$ cat config.mk
export PLATFORM = sky130hd
export DESIGN_NAME = vga_timing
export DESIGN_NICKNAME = d
export VERILOG_FILES = /design/src/rtl/vga_timing.sv
export SDC_FILE = /design/constraint.sdc
export NUM_CORES = 1
export LEC_CHECK = 0
export BUFFER_PORTS_ARGS = -buffer_cell sky130_fd_sc_hd__buf_2
export CORE_MARGIN = 1.5
export CORE_UTILIZATION = 40
export CTS_CLUSTER_SIZE = 14
export DETAILED_ROUTE_END_ITERATION = 7
export SLEW_MARGIN = 20
export SYNTH_ARGS = -nofsm -noshare
export SYNTH_HDL_FRONTEND = slang
export SYNTH_SLANG_ARGS = --single-unit
$ cat constraint.sdc
create_clock -name clk -period 2.8 [get_ports clk]
set_input_delay 0.28 -clock clk [delete_from_list [all_inputs] [get_ports clk]]
set_output_delay 0.28 -clock clk [all_outputs]
set_load 0.05 [all_outputs]
$ cat src/rtl/vga_timing.sv
// VGA raster timing generator (1024x768 @ 60 Hz, 65 MHz pixel clock): registered counters, syncs, blanks.
// Optional frame counter enabled by defining VGA_TIMING_FRAME_CNT_EN; otherwise frame_cnt is tied to 0.
module vga_timing #(
  parameter int H_TOTAL     = 1344,
  parameter int H_ACTIVE    = 1024,
  parameter int HSYNC_START = 1048,
  parameter int HSYNC_STOP  = 1184,
  parameter int V_TOTAL     = 806,
  parameter int V_ACTIVE    = 768,
  parameter int VSYNC_START = 771,
  parameter int VSYNC_STOP  = 777,
  parameter int CNT_W       = 11
) (
  input  logic             clk,
  input  logic             rst_n,
  input  logic             en,
  output logic [CNT_W-1:0] hcount,
  output logic [CNT_W-1:0] vcount,
  output logic             hsync,
  output logic             vsync,
  output logic             hblnk,
  output logic             vblnk,
  output logic             frame_start,
  output logic [15:0]      frame_cnt
);

  // Comparisons run one bit wider so a sync/total bound equal to 2**CNT_W does not alias to 0.
  typedef logic [CNT_W:0] cmp_t;

  localparam logic [CNT_W-1:0] H_LAST   = CNT_W'(H_TOTAL - 1);
  localparam logic [CNT_W-1:0] V_LAST   = CNT_W'(V_TOTAL - 1);
  localparam cmp_t             H_ACT_C  = cmp_t'(H_ACTIVE);
  localparam cmp_t             HS_STA_C = cmp_t'(HSYNC_START);
  localparam cmp_t             HS_STO_C = cmp_t'(HSYNC_STOP);
  localparam cmp_t             V_ACT_C  = cmp_t'(V_ACTIVE);
  localparam cmp_t             VS_STA_C = cmp_t'(VSYNC_START);
  localparam cmp_t             VS_STO_C = cmp_t'(VSYNC_STOP);

  if (!(H_ACTIVE < HSYNC_START && HSYNC_START < HSYNC_STOP && HSYNC_STOP <= H_TOTAL)) begin : g_bad_h
    $fatal(1, "vga_timing: horizontal parameters out of order");
  end
  if (!(V_ACTIVE < VSYNC_START && VSYNC_START < VSYNC_STOP && VSYNC_STOP <= V_TOTAL)) begin : g_bad_v
    $fatal(1, "vga_timing: vertical parameters out of order");
  end
  if ((64'd1 << CNT_W) < 64'(H_TOTAL) || (64'd1 << CNT_W) < 64'(V_TOTAL)) begin : g_bad_w
    $fatal(1, "vga_timing: CNT_W too narrow for H_TOTAL/V_TOTAL");
  end

  logic [CNT_W-1:0] h_next;
  logic [CNT_W-1:0] v_next;
  logic             h_last;
  logic             v_last;
  logic             wrap;
  cmp_t             h_cmp;
  cmp_t             v_cmp;

  // Flags are derived from the next counter values so they land in the same register stage.
  always_comb begin
    h_last = (hcount == H_LAST);
    v_last = (vcount == V_LAST);
    wrap   = h_last && v_last;
    h_next = h_last ? '0 : hcount + 1'b1;
    v_next = vcount;
    if (h_last) begin
      v_next = v_last ? '0 : vcount + 1'b1;
    end
    h_cmp = cmp_t'(h_next);
    v_cmp = cmp_t'(v_next);
  end

  always_ff @(posedge clk or negedge rst_n) begin
    if (!rst_n) begin
      hcount      <= '0;
      vcount      <= '0;
      hsync       <= 1'b0;
      vsync       <= 1'b0;
      hblnk       <= 1'b0;
      vblnk       <= 1'b0;
      frame_start <= 1'b0;
    end else if (en) begin
      hcount      <= h_next;
      vcount      <= v_next;
      hblnk       <= (h_cmp >= H_ACT_C);
      hsync       <= (h_cmp >= HS_STA_C) && (h_cmp < HS_STO_C);
      vblnk       <= (v_cmp >= V_ACT_C);
      vsync       <= (v_cmp >= VS_STA_C) && (v_cmp < VS_STO_C);
      frame_start <= wrap;
    end else begin
      frame_start <= 1'b0;
    end
  end

`ifdef VGA_TIMING_FRAME_CNT_EN
  logic [15:0] frame_cnt_q;

  // Advances on the same edge that raises frame_start; wraps naturally at 16 bits.
  always_ff @(posedge clk or negedge rst_n) begin
    if (!rst_n) begin
      frame_cnt_q <= '0;
    end else if (en && wrap) begin
      frame_cnt_q <= frame_cnt_q + 16'd1;
    end
  end

  assign frame_cnt = frame_cnt_q;
`else
  assign frame_cnt = '0;
`endif

endmodule

* Yosys cells after proc, flatten, opt, wreduce, memory -nomap -nowiden
Index checks and enable logic that the tools add are counted.
W data, S select, Z words.
** Storage, ports and cells
- Flip-flop bits (word level) :: 27
- Input port bits :: 3
- Output and inout port bits :: 43
- Word-level logic and storage cells :: 24
** Operators by class
- $add $sub $neg :: 2
- Order comparisons :: 6
- Equality and inequality tests :: 2
- Multiplexer cells :: 4
- Reductions and logical operators :: 3
** Operators by type and width (number)
- $mux W11 :: 3
- $add A11 B1 Y11 const B :: 2
- $ge A11 B10 Y1 const B :: 2
- $ge A11 B11 Y1 const B :: 2
- $eq A11 B10 Y1 const B :: 1
- $eq A11 B11 Y1 const B :: 1
- $lt A11 B10 Y1 const B :: 1
- $lt A11 B11 Y1 const B :: 1
- $logic_and A1 B1 Y1 :: 3
- $mux W1 :: 1

* Longest topological paths before layout
- Depth after elaboration :: 5
- Mapped depth :: 9

* Worst setup path after synthesis
OpenSTA, ideal clock, no wires.
- Path type :: flip-flop to flip-flop
- Start :: register hcount[0]
- End :: register hsync
- Library setup time :: 122 ps
- Data arrival time :: 2254 ps
- Required time :: 2678 ps
- Path slack :: 425 ps
- Stages on the path, launching flop included :: 8
- Path buffers :: 0
- Cells stage by stage :: dfrtp_1 > ha_1 > and3_1 > nand3_1 > mux2i_1 > a211oi_1 > mux2_2 > a32o_1
** On the way
- Longest elaborated chain between the ends :: 4
- Elaborated cells on any way between the ends :: 6
** Ends and longest elaborated chain
- start: declaration :: line 17 : output logic [CNT_W-1:0] hcount,
- start signal: assignment :: line 81 : hcount <= h_next;
- $add A11 B1 Y11 / $eq A11 B11 Y1 (equally long branches) :: line 62, 59
- $mux W11 * :: line 62 : h_next = h_last ? '0 : hcount + 1'b1;
- $ge A11 B11 Y1 / $lt A11 B11 Y1 (equally long branches) :: line 84 : hsync <= (h_cmp >= HS_STA_C) && (h_cmp < HS_STO_C);
- $logic_and A1 B1 Y1 * :: line 84
- end signal: assignment :: line 84
- end: declaration :: line 19 : output logic hsync,
Mark *: on every way between the ends. The rest lies on a longest branch, timed or not.
A chain may end at the register's enable or synchronous reset.

* Worst setup path in the final report
- Start :: register hcount[1]
- End :: register vsync
** On the way
- Longest elaborated chain between the ends :: 4
- Elaborated cells on any way between the ends :: 5
** Ends and longest elaborated chain
- $eq A11 B11 Y1 * :: line 59 : h_last = (hcount == H_LAST);
- $mux W11 * :: line 64 : if (h_last) begin
- $ge A11 B10 Y1 / $lt A11 B10 Y1 (equally long branches) :: line 86 : vsync <= (v_cmp >= VS_STA_C) && (v_cmp < VS_STO_C);
- $logic_and A1 B1 Y1 * :: line 86
- end signal: assignment :: line 86
- end: declaration :: line 20 : output logic vsync,
Marks and branches as above.

==> results_tabular.tex <==
\begin{tabular}{lr}
\hline
Metric & Value \\
\hline
\multicolumn{2}{l}{\textbf{Outcome}} \\
\quad Outcome & completed \\
\multicolumn{2}{l}{\textbf{Pwr}} \\
\quad Total leakage power & $\sim$0.97 nW \\
\quad Power density over the cells & roughly 580 mW/mm² \\
\quad Clock power frac & 0.181 \\
\quad Internal power & approximately 680 µW \\
\quad Sw power & just under 600 µW \\
\quad Worst vdd ir & 0.000227 V \\
\quad Part of the total power dissipated in combinational logic & 0.391 \\
\quad Register share of total power & 0.428 \\
\quad Sw Ratio & 0.461 \\
\multicolumn{2}{l}{\textbf{Floorplanning}} \\
\quad Core outline area & between 0.004 and 0.005 mm² \\
\quad Die height & about 75 µm \\
\quad Std cell rows & 25 \\
\quad Effective utilization at floorplan & 0.426 \\
\quad Horizontal die dimension & $\sim$75 µm \\
\quad Die area & approximately 0.0056 mm² \\
\quad Top Ports & 46 \\
\multicolumn{2}{l}{\textbf{Critical path}} \\
\quad Critical path, cell by cell & ha\_1 -> and3\_1 -> nand3\_1 -> buf\_4 -> o31a\_1 -> nor4\_2 -> a41oi\_1 -> a21oi\_1 \\
\quad Endpoint of the most critical register-to-register path & vsync \\
\quad Logic depth of the worst register-to-register path & 8 \\
\quad Critical path launch point type & flip-flop \\
\quad Sort of element at the end of the critical path & flip-flop \\
\quad Library cell contributing the largest single delay on the critical path & sky130\_fd\_sc\_hd\_\_dfrtp\_1 \\
\quad Setup slack, reg-to-reg & between 400 and 500 ps \\
\quad Peak per-stage delay on the critical path & around 470 ps \\
\quad Critical path startpoint & hcount[1] \\
\quad Reg-to-reg startpoint & hcount[1] \\
\quad Endpoint of the most critical setup path & vsync \\
\quad CP Data Required Time & roughly 3000 ps \\
\quad Worst endpoint data arrival time & 2560 ps \\
\quad Worst Setup Path Type & reg2reg \\
\quad Largest fanout on the critical path & 9 \\
\multicolumn{2}{l}{\textbf{Clocking}} \\
\quad Number of buffers between clock root and the deepest sink & 2 \\
\quad CTS-repair resized insts & 0 \\
\quad Clock input transition at the sequential cells of the worst setup and hold paths & $\sim$100 ps \\
\quad Cts-stage hold buffer count & 0 \\
\quad Clock tree root buffer cell & sky130\_fd\_sc\_hd\_\_clkbuf\_8 \\
\quad CTS tree & built \\
\quad H-tree depth & 1 \\
\quad Clk\_lat worst skew & 280 ps \\
\quad Number of sinks handled by clock tree synthesis & 27 \\
\quad Inserted Clock Buffers & 3 \\
\quad Post-CTS Setup Inserts & 0 \\
\multicolumn{2}{l}{\textbf{STA}} \\
\quad Fin. max-slew vios & 0 \\
\quad Transition time at the pin with the least slew margin & 639 ps \\
\quad Final-layout setup total negative slack & 0 ps \\
\quad Setup repair after global routing missed its margin & false \\
\quad Count of endpoints failing hold in the final timing report & 0 \\
\quad Final min period & $\sim$2400 ps \\
\quad Final-report setup violation count & 0 \\
\quad Worst hold slack & about 12 ps \\
\quad Worst-case headroom to the max-slew limit & 0.574 \\
\quad Peak Freq & roughly 420 MHz \\
\quad Final worst path period share & 0.843 \\
\quad Skew final & 8.35 ps \\
\multicolumn{2}{l}{\textbf{GRT}} \\
\quad GR Overflow Total & 0 \\
\quad Pin count of the biggest net entering global routing & 28 \\
\quad Via count of the first global-routing pass & about 1600 \\
\quad Wire length of the first global-routing pass & roughly 7700 µm \\
\quad Aggregate global-route resource usage & 0.180 \\
\quad Antenna violations before repair & 0 \\
\multicolumn{2}{l}{\textbf{Final layout}} \\
\quad Fin area & 0.00218 mm² \\
\quad Final Non-Filler Cells & 323 \\
\quad Nets@finish & 263 \\
\quad Number of inserted diodes & 0 \\
\quad Share of cells above drive strength 1 & 0.191 \\
\quad Post-Route Utilization & 0.450 \\
\quad Layout area overhead & 5.63\% \\
\quad Fillcell total & between 500 and 600 \\
\multicolumn{2}{l}{\textbf{Placed design}} \\
\quad Number of cells in the design after placement & 319 \\
\quad HPWL after detailed placement & between 3000 and 4000 µm \\
\quad PortBufs & 29 \\
\quad Final estimated routing congestion in global placement & about 0.83 \\
\quad Placement-stage cell area & around 0.0021 mm² \\
\multicolumn{2}{l}{\textbf{Synth}} \\
\quad Library cell with the highest instance count after synthesis & sky130\_fd\_sc\_hd\_\_dfrtp\_1 \\
\quad Share of flip-flops with an asynchronous set or reset & 1.00 \\
\quad Number of synthesized register bits & 27 \\
\quad Area contributors post-synth & sky130\_fd\_sc\_hd\_\_dfrtp\_1 (33\%), sky130\_fd\_sc\_hd\_\_buf\_4 (6.2\%), sky130\_fd\_sc\_hd\_\_o21ai\_0 (4.8\%) \\
\quad Top-area cell type share of the netlist area & 0.327 \\
\quad Synth top cells by count & sky130\_fd\_sc\_hd\_\_dfrtp\_1 (27), sky130\_fd\_sc\_hd\_\_nand2\_1 (20), sky130\_fd\_sc\_hd\_\_o21ai\_0 (20), sky130\_fd\_sc\_hd\_\_buf\_4 (17) \\
\quad Dominant cell type by area after synthesis & sky130\_fd\_sc\_hd\_\_dfrtp\_1 \\
\quad Post-synth EDFFs & 0 \\
\quad Unique masters post-synth & 55 \\
\quad Synthesized area per cell & around 9 µm² \\
\quad Synthesized instance count & 236 \\
\quad Warnings from Yosys & 0 \\
\quad Area of the mapped netlist & 0.00207 mm² \\
\quad Part of the Yosys area used for sequential elements & 0.327 \\
\quad Synth Flop Type & sky130\_fd\_sc\_hd\_\_dfrtp\_1 \\
\multicolumn{2}{l}{\textbf{Drt}} \\
\quad Number of iterations in the first detailed-routing pass & 4 \\
\quad Drc violations & 0 \\
\quad Via/cell ratio & 5.65 \\
\quad Number of nets still failing antenna checks after routing & 0 \\
\quad Final WL & 4710 µm \\
\quad Total via count after detailed routing & 1824 \\
\quad First-iteration detailed-routing DRC count & approximately 120 \\
\quad Routed length per placed instance & 14.6 µm \\
\multicolumn{2}{l}{\textbf{Worst hold path}} \\
\quad Hold crit path type & in2async \\
\multicolumn{2}{l}{\textbf{Job}} \\
\quad MaxCap Viol Count & 0 \\
\hline
\end{tabular}
power groups by stage:
| stage | registers (mW) | logic (mW) | clock network, mW |
|---|---|---|---|
| final | 0.538 | 0.491 | 0.227 |
| after global routing | 0.553 | 0.530 | 0.257 |
| after CTS | 0.536 | 0.494 | 0.244 |
| after detailed placement | 0.544 | 0.493 | 0 |
| after global placement | 0.542 | 0.491 | 0 |
| after floorplan | 0.661 | 0.313 | 0 |
kinds of logic after synthesis:
| family | count (synthesis) | synth area share |
|---|---|---|
| adders and majority gates | 3 | 0.0182 |
| and+or+nand+nor | 89 | 0.250 |
| AOI/OAI and AO/OA | 63 | 0.207 |
| xor gates and xnor gates | 6 | 0.0254 |
| muxes | 7 | 0.0363 |
| buffers and inverters | 40 | 0.134 |
| other | 1 | 0.00181 |
| DFF | 27 | 0.327 |
per-stage QoR:
stage / worst slack (ps) / power (mW)
5_1_grt: 228 / 1.34
3_5_place_dp: 478 / 1.04
2_1_floorplan: 425 / 0.973
6_report: 440 / 1.26
3_3_place_gp: 515 / 1.03
4_1_cts: 444 / 1.27
worst min path at each step:
stage	start	end	slack (ps)	depth (start not counted)
finish	rst_n	hcount[3]	10	1
global route	rst_n	hcount[3]	60	1
CTS	rst_n	hcount[2]	30	1
detailed placement	rst_n	hcount[2]	340	1
global placement	rst_n	hcount[2]	340	1
floorplan	rst_n	frame_start	-20	0
registers in the layout (all words and copies together), names as in the netlist:
register     cells
frame_start      1
vcount          11
vsync            1
vblnk            1
hblnk            1
hcount          11
hsync            1
final cells by class:
cell class	instances	area [µm²]	share of cell area
Tap cell	67	83.8	0.0384
Timing Repair Buffer	34	183	0.0837
Sequential cell	27	676	0.309
Clock buffer	4	45.0	0.0206
Multi-Input combinational cell	184	1170	0.536
Inverter	7	26.3	0.0120
worst max-delay path: cells and delay by family (launching register included):
kind                     cells  cell delay [ps]
AO/OA/AOI/OAI                3              600
AND/OR/NAND/NOR              3              680
buffers and inverters        1              220
adder cells (fa/ha/maj)      1              290
flip-flops                   1              470
metal layers:
layer,GRT usage,wire length [µm],vias to the layer above
li1,-,-,885
met1,0.254,2200,861
met2,0.283,2160,74
met3,0.0361,315,4
met4,0.0485,37,0
met5,0,0,-
layout by cell type, fill, tap and decap left out, types with 2 or more instances in the layout:
master                      count
sky130_fd_sc_hd__a21oi_1       10
sky130_fd_sc_hd__nand3_1       16
sky130_fd_sc_hd__a2111oi_0      2
sky130_fd_sc_hd__nor2_1        16
sky130_fd_sc_hd__and3_1         6
sky130_fd_sc_hd__a211oi_1       3
sky130_fd_sc_hd__and4_1         2
sky130_fd_sc_hd__o211ai_1       2
sky130_fd_sc_hd__mux2i_1        3
sky130_fd_sc_hd__o31ai_1        6
sky130_fd_sc_hd__ha_1           3
sky130_fd_sc_hd__a21o_1         3
sky130_fd_sc_hd__a41oi_1        4
sky130_fd_sc_hd__and2_1         2
sky130_fd_sc_hd__nand2_1       20
sky130_fd_sc_hd__mux2_2         4
sky130_fd_sc_hd__o21ai_0       20
sky130_fd_sc_hd__conb_1        16
sky130_fd_sc_hd__xor2_1         2
sky130_fd_sc_hd__xnor2_1        4
sky130_fd_sc_hd__buf_4          5
sky130_fd_sc_hd__dfrtp_1       27
sky130_fd_sc_hd__nor4_1         3
sky130_fd_sc_hd__nand4b_1       2
sky130_fd_sc_hd__inv_1          7
sky130_fd_sc_hd__nand4_1        9
sky130_fd_sc_hd__buf_2         29
sky130_fd_sc_hd__nor3_1         3
sky130_fd_sc_hd__clkbuf_8       3
(Power assumes the default switching activity.)
